### src/rtl/cei_mochila_pkg.sv
// Mochila-wide constants for the external-slave guard and its FSM state encoding.
package cei_mochila_pkg;

  localparam int unsigned EXT_TIMEOUT_CYCLES = 1024;
  localparam logic [31:0] EXT_ERR_RDATA      = 32'hDEAD_BEEF;

  typedef enum logic [1:0] {
    ST_IDLE   = 2'd0,
    ST_ISSUE  = 2'd1,
    ST_WAIT_R = 2'd2,
    ST_RESP   = 2'd3
  } ext_guard_state_e;

endpackage

### src/rtl/obi_pkg.sv
// OBI request/response bundles shared by the bus_system ports and the external slave.
package obi_pkg;

  typedef struct packed {
    logic        req;
    logic        we;
    logic [3:0]  be;
    logic [31:0] addr;
    logic [31:0] wdata;
  } obi_req_t;

  typedef struct packed {
    logic        gnt;
    logic        rvalid;
    logic [31:0] rdata;
  } obi_resp_t;

endpackage

### src/rtl/mochila_ext_slave_guard.sv
// Watchdog between the bus_system external-slave port and the off-chip slave: one
// transaction in flight, error response on timeout, late responses counted and dropped.
module mochila_ext_slave_guard
  import obi_pkg::*;
  import cei_mochila_pkg::*;
#(
  parameter int unsigned TIMEOUT_CYCLES = EXT_TIMEOUT_CYCLES,
  parameter logic [31:0] ERR_RDATA      = EXT_ERR_RDATA
) (
  input  logic       clk_i,
  input  logic       rst_i,
  input  obi_req_t   bus_req_i,
  output obi_resp_t  bus_resp_o,
  output obi_req_t   ext_req_o,
  input  obi_resp_t  ext_resp_i,
  input  logic       timeout_clr_i,
  output logic       timeout_o,
  output logic [7:0] timeout_cnt_o,
  output logic [7:0] stale_cnt_o
);

  // One spare bit: a grant on the last allowed cycle lets the count step past the limit once.
  localparam int unsigned      CNT_W = $clog2(TIMEOUT_CYCLES) + 1;
  localparam logic [CNT_W-1:0] LIMIT = CNT_W'(TIMEOUT_CYCLES - 1);

  ext_guard_state_e state_q, state_d;
  obi_req_t         cap_q, cap_d;
  logic [31:0]      rdata_q, rdata_d;
  logic [CNT_W-1:0] tmo_cnt_q, tmo_cnt_d;
  logic             limit_hit, timeout_fire, stale_evt;

  assign limit_hit = (tmo_cnt_q >= LIMIT);
  assign stale_evt = ext_resp_i.rvalid && (state_q != ST_WAIT_R);

  // NOTE: every always_comb output gets a default first so no path can infer a latch.
  always_comb begin
    state_d      = state_q;
    cap_d        = cap_q;
    rdata_d      = rdata_q;
    tmo_cnt_d    = tmo_cnt_q;
    timeout_fire = 1'b0;
    unique case (state_q)
      ST_IDLE: begin
        if (bus_req_i.req) begin
          cap_d     = bus_req_i;
          tmo_cnt_d = '0;
          state_d   = ST_ISSUE;
        end
      end
      ST_ISSUE: begin
        tmo_cnt_d = tmo_cnt_q + 1'b1;
        if (ext_resp_i.gnt) begin
          state_d = ST_WAIT_R;
        end else if (limit_hit) begin
          timeout_fire = 1'b1;
          rdata_d      = ERR_RDATA;
          state_d      = ST_RESP;
        end
      end
      ST_WAIT_R: begin
        tmo_cnt_d = tmo_cnt_q + 1'b1;
        if (ext_resp_i.rvalid) begin
          rdata_d = ext_resp_i.rdata;
          state_d = ST_RESP;
        end else if (limit_hit) begin
          timeout_fire = 1'b1;
          rdata_d      = ERR_RDATA;
          state_d      = ST_RESP;
        end
      end
      ST_RESP: state_d = ST_IDLE;
      default: state_d = ST_IDLE;
    endcase
  end

  // NOTE: state registers use non-blocking assignments so all flops sample pre-edge values.
  always_ff @(posedge clk_i or posedge rst_i) begin
    if (rst_i) begin
      state_q       <= ST_IDLE;
      cap_q         <= '0;
      rdata_q       <= '0;
      tmo_cnt_q     <= '0;
      timeout_o     <= 1'b0;
      timeout_cnt_o <= '0;
      stale_cnt_o   <= '0;
    end else begin
      state_q   <= state_d;
      cap_q     <= cap_d;
      rdata_q   <= rdata_d;
      tmo_cnt_q <= tmo_cnt_d;
      // A timeout in the same cycle as a clear keeps the flag set.
      if (timeout_fire) begin
        timeout_o <= 1'b1;
      end else if (timeout_clr_i) begin
        timeout_o <= 1'b0;
      end
      if (timeout_fire && (timeout_cnt_o != 8'hFF)) begin
        timeout_cnt_o <= timeout_cnt_o + 8'd1;
      end
      if (stale_evt && (stale_cnt_o != 8'hFF)) begin
        stale_cnt_o <= stale_cnt_o + 8'd1;
      end
    end
  end

  always_comb begin
    bus_resp_o     = '0;
    bus_resp_o.gnt = (state_q == ST_IDLE) && bus_req_i.req;
    if (state_q == ST_RESP) begin
      bus_resp_o.rvalid = 1'b1;
      bus_resp_o.rdata  = rdata_q;
    end
    ext_req_o = '0;
    if (state_q == ST_ISSUE) begin
      ext_req_o = cap_q;
    end
  end

endmodule

### config.mk
export PLATFORM = sky130hd
export DESIGN_NAME = mochila_ext_slave_guard
export DESIGN_NICKNAME = d
export VERILOG_FILES = /design/src/rtl/cei_mochila_pkg.sv /design/src/rtl/obi_pkg.sv /design/src/rtl/mochila_ext_slave_guard.sv
export SDC_FILE = /design/constraint.sdc
export NUM_CORES = 1
export LEC_CHECK = 0
export ABC_AREA = 1
export BUFFER_PORTS_ARGS = -buffer_cell sky130_fd_sc_hd__buf_4
export CAP_MARGIN = 20
export CORE_AREA = 2 2 149 93
export CTS_BUF_LIST = sky130_fd_sc_hd__clkbuf_4 sky130_fd_sc_hd__clkbuf_8
export CTS_CLUSTER_DIAMETER = 30
export DETAILED_ROUTE_END_ITERATION = 10
export DIE_AREA = 0 0 151 95
export GPL_TIMING_DRIVEN = 0
export PLACE_DENSITY = 0.79
export SYNTH_ARGS = -nofsm -noshare
export SYNTH_HDL_FRONTEND = slang
export SYNTH_SLANG_ARGS = --single-unit
### constraint.sdc
create_clock -name clk_i -period 8.35 [get_ports clk_i]
set_input_delay 1.2525 -clock clk_i [delete_from_list [all_inputs] [get_ports clk_i]]
set_output_delay 1.2525 -clock clk_i [all_outputs]
set_load 0.02 [all_outputs]
Word level (Yosys, flattened, before mapping)
Cells that the tools add are included.

Bits of input ports: 107. Bits in registers: 132. Output and inout bits: 121. Word-level logic and storage cells: 54.

Order comparisons: 1. Multiplexer cells: 19. Equality and inequality tests: 8. Reductions and logical operators: 12. Add/sub/neg operators: 3.

Operator list (count): 2-to-1 mux 32 bit (3); 2-to-1 mux 70 bit (1); case mux 32 bit (2 select lines) (1); 2-to-1 mux 33 bit (1); case mux 11 bit (2 select lines) (1); adder 8 x 1 -> 8 bit (second input constant) (2); inequality test 8 bit (second input constant) (2); adder 11 x 1 -> 11 bit (second input constant) (1); >= comparator 11 x 10 -> 1 bit (second input constant) (1); 2-to-1 mux 11 bit (1); 2-to-1 mux 2 bit (4); case mux 2 bit (4 select lines) (1); inequality test 2 bit (second input constant) (3); AND reduction 2 bit (3); nonzero test 2 bit (3); 2-to-1 mux 1 bit (5); equality test 2 bit (second input constant) (2); logical AND 1 bit (4); equality test 2 x 1 -> 1 bit (second input constant) (1); zero test 2 bit (1); case mux 1 bit (2 select lines) (1); OR reduction 2 bit (1).

Longest topological paths before layout
Depth in word-level cells: 5. Mapped depth: 10. Mapped depth without buffers: 10.

Worst setup path before layout
Ideal clock, no wire load.

Path kind: input -> output. Start point: input port bus_req_i[69] (netlist bit). End point: output port bus_resp_o[33] (netlist bit). Cell stages on the path: 3. Data required time: 7098 ps. Path buffers: 1. Path slack: 5174 ps. Data arrival time: 1923 ps. Path through: nand2_1 inv_2 clkbuf_1.

RTL lines: start, declared (RTL line mochila_ext_slave_guard.sv:12) `input obi_req_t bus_req_i,`; end, declared (RTL line mochila_ext_slave_guard.sv:13) `output obi_resp_t bus_resp_o,`.

==> metrics.txt <==
# TYPE chip_impl_metric gauge
chip_impl_metric{name="maxSlewHeadroom",unit="%"} 67.0
chip_impl_metric{name="finalCoreUtilization",unit="%"} 66.7
chip_impl_metric{name="detail_route.iter0.violations",unit=""} 231
chip_impl_metric{name="synth_fa_ha_area_share",unit="%"} 1.57
chip_impl_metric{name="place.detailed.hpwl",unit="mm"} 12.0
chip_impl_metric{name="grt_antenna_before_repair",unit=""} 0
chip_impl_metric{name="grt_first_pass_wirelength",unit="mm"} 25.8
chip_impl_metric{name="ff2ff_path_depth",unit=""} 10
chip_impl_metric{name="clk_latency",unit="ns"} 0.42
chip_impl_metric{name="design.portCount",unit=""} 228
chip_impl_metric{name="comb_power_share",unit="%"} 44.8
chip_impl_info{name="yosys-top-cells-area",value="sky130_fd_sc_hd__dfrtp_1 52%, sky130_fd_sc_hd__nand2_1 23%, sky130_fd_sc_hd__inv_1 9.2%"} 1
chip_impl_metric{name="required_time_reported_for_the_critical_path_endpoint",unit="ns"} 7.10
chip_impl_metric{name="diodes",unit=""} 0
chip_impl_metric{name="fin_skew",unit="ns"} 0.0104
chip_impl_metric{name="final_period_minus_worst_setup_slack",unit="ns"} 3.69
chip_impl_metric{name="cts_buffers",unit=""} 17
chip_impl_info{name="endpoint",value="bus_resp_o[33]"} 1
chip_impl_info{name="synthDominantAreaCellType",value="sky130_fd_sc_hd__dfrtp_1"} 1
chip_impl_info{name="netlist_top_cells_count",value="398 x sky130_fd_sc_hd__nand2_1, 156 x sky130_fd_sc_hd__inv_1, 132 x sky130_fd_sc_hd__dfrtp_1, 40 x sky130_fd_sc_hd__nor2_1, 26 x sky130_fd_sc_hd__a21oi_1"} 1
chip_impl_metric{name="grtUsageTotal",unit="%"} 23.2
chip_impl_metric{name="final_number_of_max_transition_violations",unit=""} 0
chip_impl_metric{name="drt_drc_violations_left",unit=""} 0
chip_impl_metric{name="synth_top_area_share",unit="%"} 51.7
chip_impl_metric{name="yosysSeqAreaShare",unit="%"} 51.7
chip_impl_info{name="clock-root-buffer",value="sky130_fd_sc_hd__clkbuf_8"} 1
chip_impl_info{name="cts_tree",value="built"} 1
chip_impl_metric{name="finalSetupTns",unit="ns"} 0
chip_impl_metric{name="cts-htree-levels",unit=""} 4
chip_impl_info{name="timing.rr.end",value="tmo_cnt_q[5]"} 1
chip_impl_metric{name="io_buffer_count",unit=""} 227
chip_impl_metric{name="post_cts_hold_buffer_count",unit=""} 0
chip_impl_metric{name="ir_worst_vdd",unit="mV"} 0.192
chip_impl_info{name="synth_most_common_cell",value="sky130_fd_sc_hd__nand2_1"} 1
chip_impl_metric{name="horiz_die_dim",unit="um"} 151
chip_impl_metric{name="worst-path-max-fanout",unit=""} 10
chip_impl_metric{name="via_count_of_the_first_global_routing_pass",unit=""} 5363
chip_impl_metric{name="worst-endpoint-arrival",unit="ns"} 2.44
chip_impl_metric{name="ys_ff_latch",unit=""} 132
chip_impl_metric{name="routed_wire_length_per_instance",unit="um"} 12.4
chip_impl_metric{name="remaining_global_route_overflow",unit=""} 0
chip_impl_info{name="critical_path.endpoint_type",value="primary output"} 1
chip_impl_info{name="synth_top_family_by_area",value="simple AND/OR/NAND/NOR gates"} 1
chip_impl_metric{name="static-leakage-power",unit="uW"} 0.00556
chip_impl_info{name="setup.worst_path.start",value="bus_req_i[69]"} 1
chip_impl_metric{name="core_region_area",unit="mm2"} 0.0131
chip_impl_metric{name="firstDrtPassIters",unit=""} 5
chip_impl_metric{name="timing.reg2reg.setup_slack",unit="ns"} 6.34
chip_impl_metric{name="synthesis.instances",unit=""} 859
chip_impl_metric{name="post_synth_num_cell_types",unit=""} 30
chip_impl_metric{name="cts_max_path_buffers",unit=""} 2
chip_impl_metric{name="cellInternalPower",unit="uW"} 1720
chip_impl_metric{name="ys_warn_count",unit=""} 0
chip_impl_metric{name="period_share",unit="%"} 44.2
chip_impl_metric{name="max_slew.worst_pin.slew",unit="ns"} 0.495
chip_impl_metric{name="placement_rows",unit=""} 33
chip_impl_metric{name="timing_hold_violations_final",unit=""} 0
chip_impl_metric{name="syn-cell-area",unit="mm2"} 0.00639
chip_impl_info{name="timing.rr.start",value="state_q[0]"} 1
chip_impl_metric{name="cts-resized-gates",unit=""} 0
chip_impl_metric{name="die_height",unit="um"} 95
chip_impl_metric{name="pwr-share-seq",unit="%"} 36.5
chip_impl_info{name="crit_type",value="primary input to primary output"} 1
chip_impl_metric{name="clkTransAtPathRegs",unit="ns"} 0.08
chip_impl_metric{name="power.switching_fraction",unit="%"} 41.5
chip_impl_info{name="run_status",value="complete, no violations"} 1
chip_impl_metric{name="filler_cell_count",unit=""} 1157
chip_impl_metric{name="area_delta_synth_final",unit="%"} 37.0
chip_impl_metric{name="synth_area_per_cell",unit="um2"} 7.44
chip_impl_metric{name="design_area",unit="mm2"} 0.00875
chip_impl_metric{name="clock_sink_total",unit=""} 132
chip_impl_metric{name="maxClockFrequency",unit="GHz"} 0.271
chip_impl_info{name="hold_path_class",value="flip-flop to flip-flop"} 1
chip_impl_metric{name="async_s_r_ff_share_synth",unit="%"} 100
chip_impl_metric{name="synth_compound_area_share",unit="%"} 4.35
chip_impl_metric{name="totalWireLength",unit="mm"} 16.0
chip_impl_metric{name="muxShareOfSynthArea",unit="%"} 0
chip_impl_metric{name="initial_utilization",unit="%"} 48.7
chip_impl_metric{name="grt_start_max_net_pins",unit=""} 91
chip_impl_metric{name="postCtsSetupRepairBufs",unit=""} 0
chip_impl_metric{name="synth_simple_gate_area_share",unit="%"} 29.0
chip_impl_metric{name="synth_enable_flop_cells",unit=""} 0
chip_impl_metric{name="total_design_power",unit="uW"} 2930
chip_impl_metric{name="floorplan.die_area",unit="mm2"} 0.0143
chip_impl_metric{name="power_density_cells",unit="mW/mm2"} 335
chip_impl_metric{name="syn_nets",unit=""} 974
chip_impl_metric{name="setup_viol_count_final",unit=""} 0
chip_impl_metric{name="global_placer_s_final_weighted_congestion",unit=""} 0.843
chip_impl_metric{name="dpl_cell_area",unit="mm2"} 0.00835
chip_impl_info{name="rsz0062_at_grt",value="false"} 1
chip_impl_metric{name="routed_vias_inst",unit=""} 4.57
chip_impl_metric{name="power.clock.fraction",unit="%"} 18.7
chip_impl_metric{name="design.final.nets",unit=""} 1221
chip_impl_metric{name="power.switching",unit="uW"} 1220
chip_impl_info{name="critPathLaunchType",value="primary input"} 1
chip_impl_metric{name="route.vias.total",unit=""} 5917
chip_impl_metric{name="max-cap-violations",unit=""} 0
chip_impl_info{name="synth_top_flop_cell",value="sky130_fd_sc_hd__dfrtp_1"} 1
chip_impl_metric{name="layout-drive-gt1-share",unit="%"} 26.1
chip_impl_metric{name="antenna_violating_nets_post_route",unit=""} 0
chip_impl_metric{name="synth_xor_xnor_area_share",unit="%"} 1.78
## flip-flops by register name (all words and copies together), names as in the netlist
name	count
state_q	2
cap_q	70
stale_cnt_o	8
timeout_o	1
timeout_cnt_o	8
rdata_q	32
tmo_cnt_q	11
## how the worst min path moves through the flow
stage                   start        end  slack [ns]  cells past startpoint
floorplan           cap_q[69]  cap_q[69]        0.44                      1
global placement    cap_q[69]  cap_q[69]        0.45                      1
detailed placement  cap_q[69]  cap_q[69]        0.46                      1
CTS                 cap_q[57]  cap_q[57]        0.48                      2
global route        cap_q[52]  cap_q[52]        0.50                      2
finish              cap_q[44]  cap_q[44]        0.48                      2
## layer usage
layer  global-route usage, %  vias to the layer above  share of wire, %
li1                        -                     3000                 -
met1                    32.8                     2716                47
met2                    34.7                      193                44
met3                    6.96                        8               8.5
met4                    6.78                        0              0.96
met5                       0                        -                 0
## power groups by stage
stage               sequential, uW  clock, uW  combinational, uW
floorplan                     1060          0                813
global placement              1070          0               1290
detailed placement            1080          0               1330
CTS                           1070        563               1330
global route                  1110        592               1480
finish                        1070        549               1310
## worst max-delay path, stage by stage
cell and delay [ns]:
sky130_fd_sc_hd__buf_4 0.08, sky130_fd_sc_hd__nand2_1 0.25, sky130_fd_sc_hd__inv_2 0.24, sky130_fd_sc_hd__clkbuf_1 0.37, sky130_fd_sc_hd__buf_4 0.22
## metrics by stage
| step | instances | hold WS, ns | worst slack [ns] |
|---|---|---|---|
| 2_1_floorplan | 859 | 0.440 | 3.57 |
| 3_3_place_gp | 1261 | 0.452 | 2.02 |
| 3_5_place_dp | 1262 | 0.460 | 4.61 |
| 4_1_cts | 1294 | 0.485 | 4.61 |
| 5_1_grt | 1294 | 0.496 | 4.46 |
| 6_report | 1294 | 0.480 | 4.66 |
## layout make-up
| class | count | area (um2) | area share [%] |
|---|---|---|---|
| multi-input cells | 537 | 2340 | 26.8 |
| repair buffers | 228 | 1730 | 19.8 |
| clock inverters | 13 | 159 | 1.82 |
| inverters | 160 | 607 | 6.93 |
| well taps | 175 | 219 | 2.50 |
| flip-flops and latches | 132 | 3300 | 37.7 |
| clock buffers | 19 | 249 | 2.84 |
| plain buffers | 30 | 141 | 1.62 |
## cells in the final DEF, fill, tap and decap left out, drive strengths merged
| cell | netlist | routed |
|---|---|---|
| a21oi | 33 | 33 |
| buf | 15 | 243 |
| bufinv | 0 | 3 |
| clkbuf | 15 | 34 |
| clkinv | 1 | 7 |
| clkinvlp | 0 | 3 |
| dfrtp | 132 | 132 |
| ha | 8 | 8 |
| inv | 159 | 160 |
| nand2 | 402 | 402 |
| nand3 | 15 | 15 |
| nand3b | 1 | 1 |
| nand4 | 7 | 7 |
| nor2 | 43 | 43 |
| nor3 | 2 | 2 |
| o21ai | 12 | 12 |
| or2 | 1 | 1 |
| xnor2 | 9 | 9 |
| xor2 | 4 | 4 |
## cells by family (layout without fill, tap and decap cells)
| group | count (synthesis) | count (layout) |
|---|---|---|
| simple gates | 471 | 471 |
| buf+inv | 190 | 450 |
| flops | 132 | 132 |
| compound gates | 45 | 45 |
| xor+xnor | 13 | 13 |
| fa+ha+maj | 8 | 8 |
No activity file was read; power rests on OpenSTA's default activity.
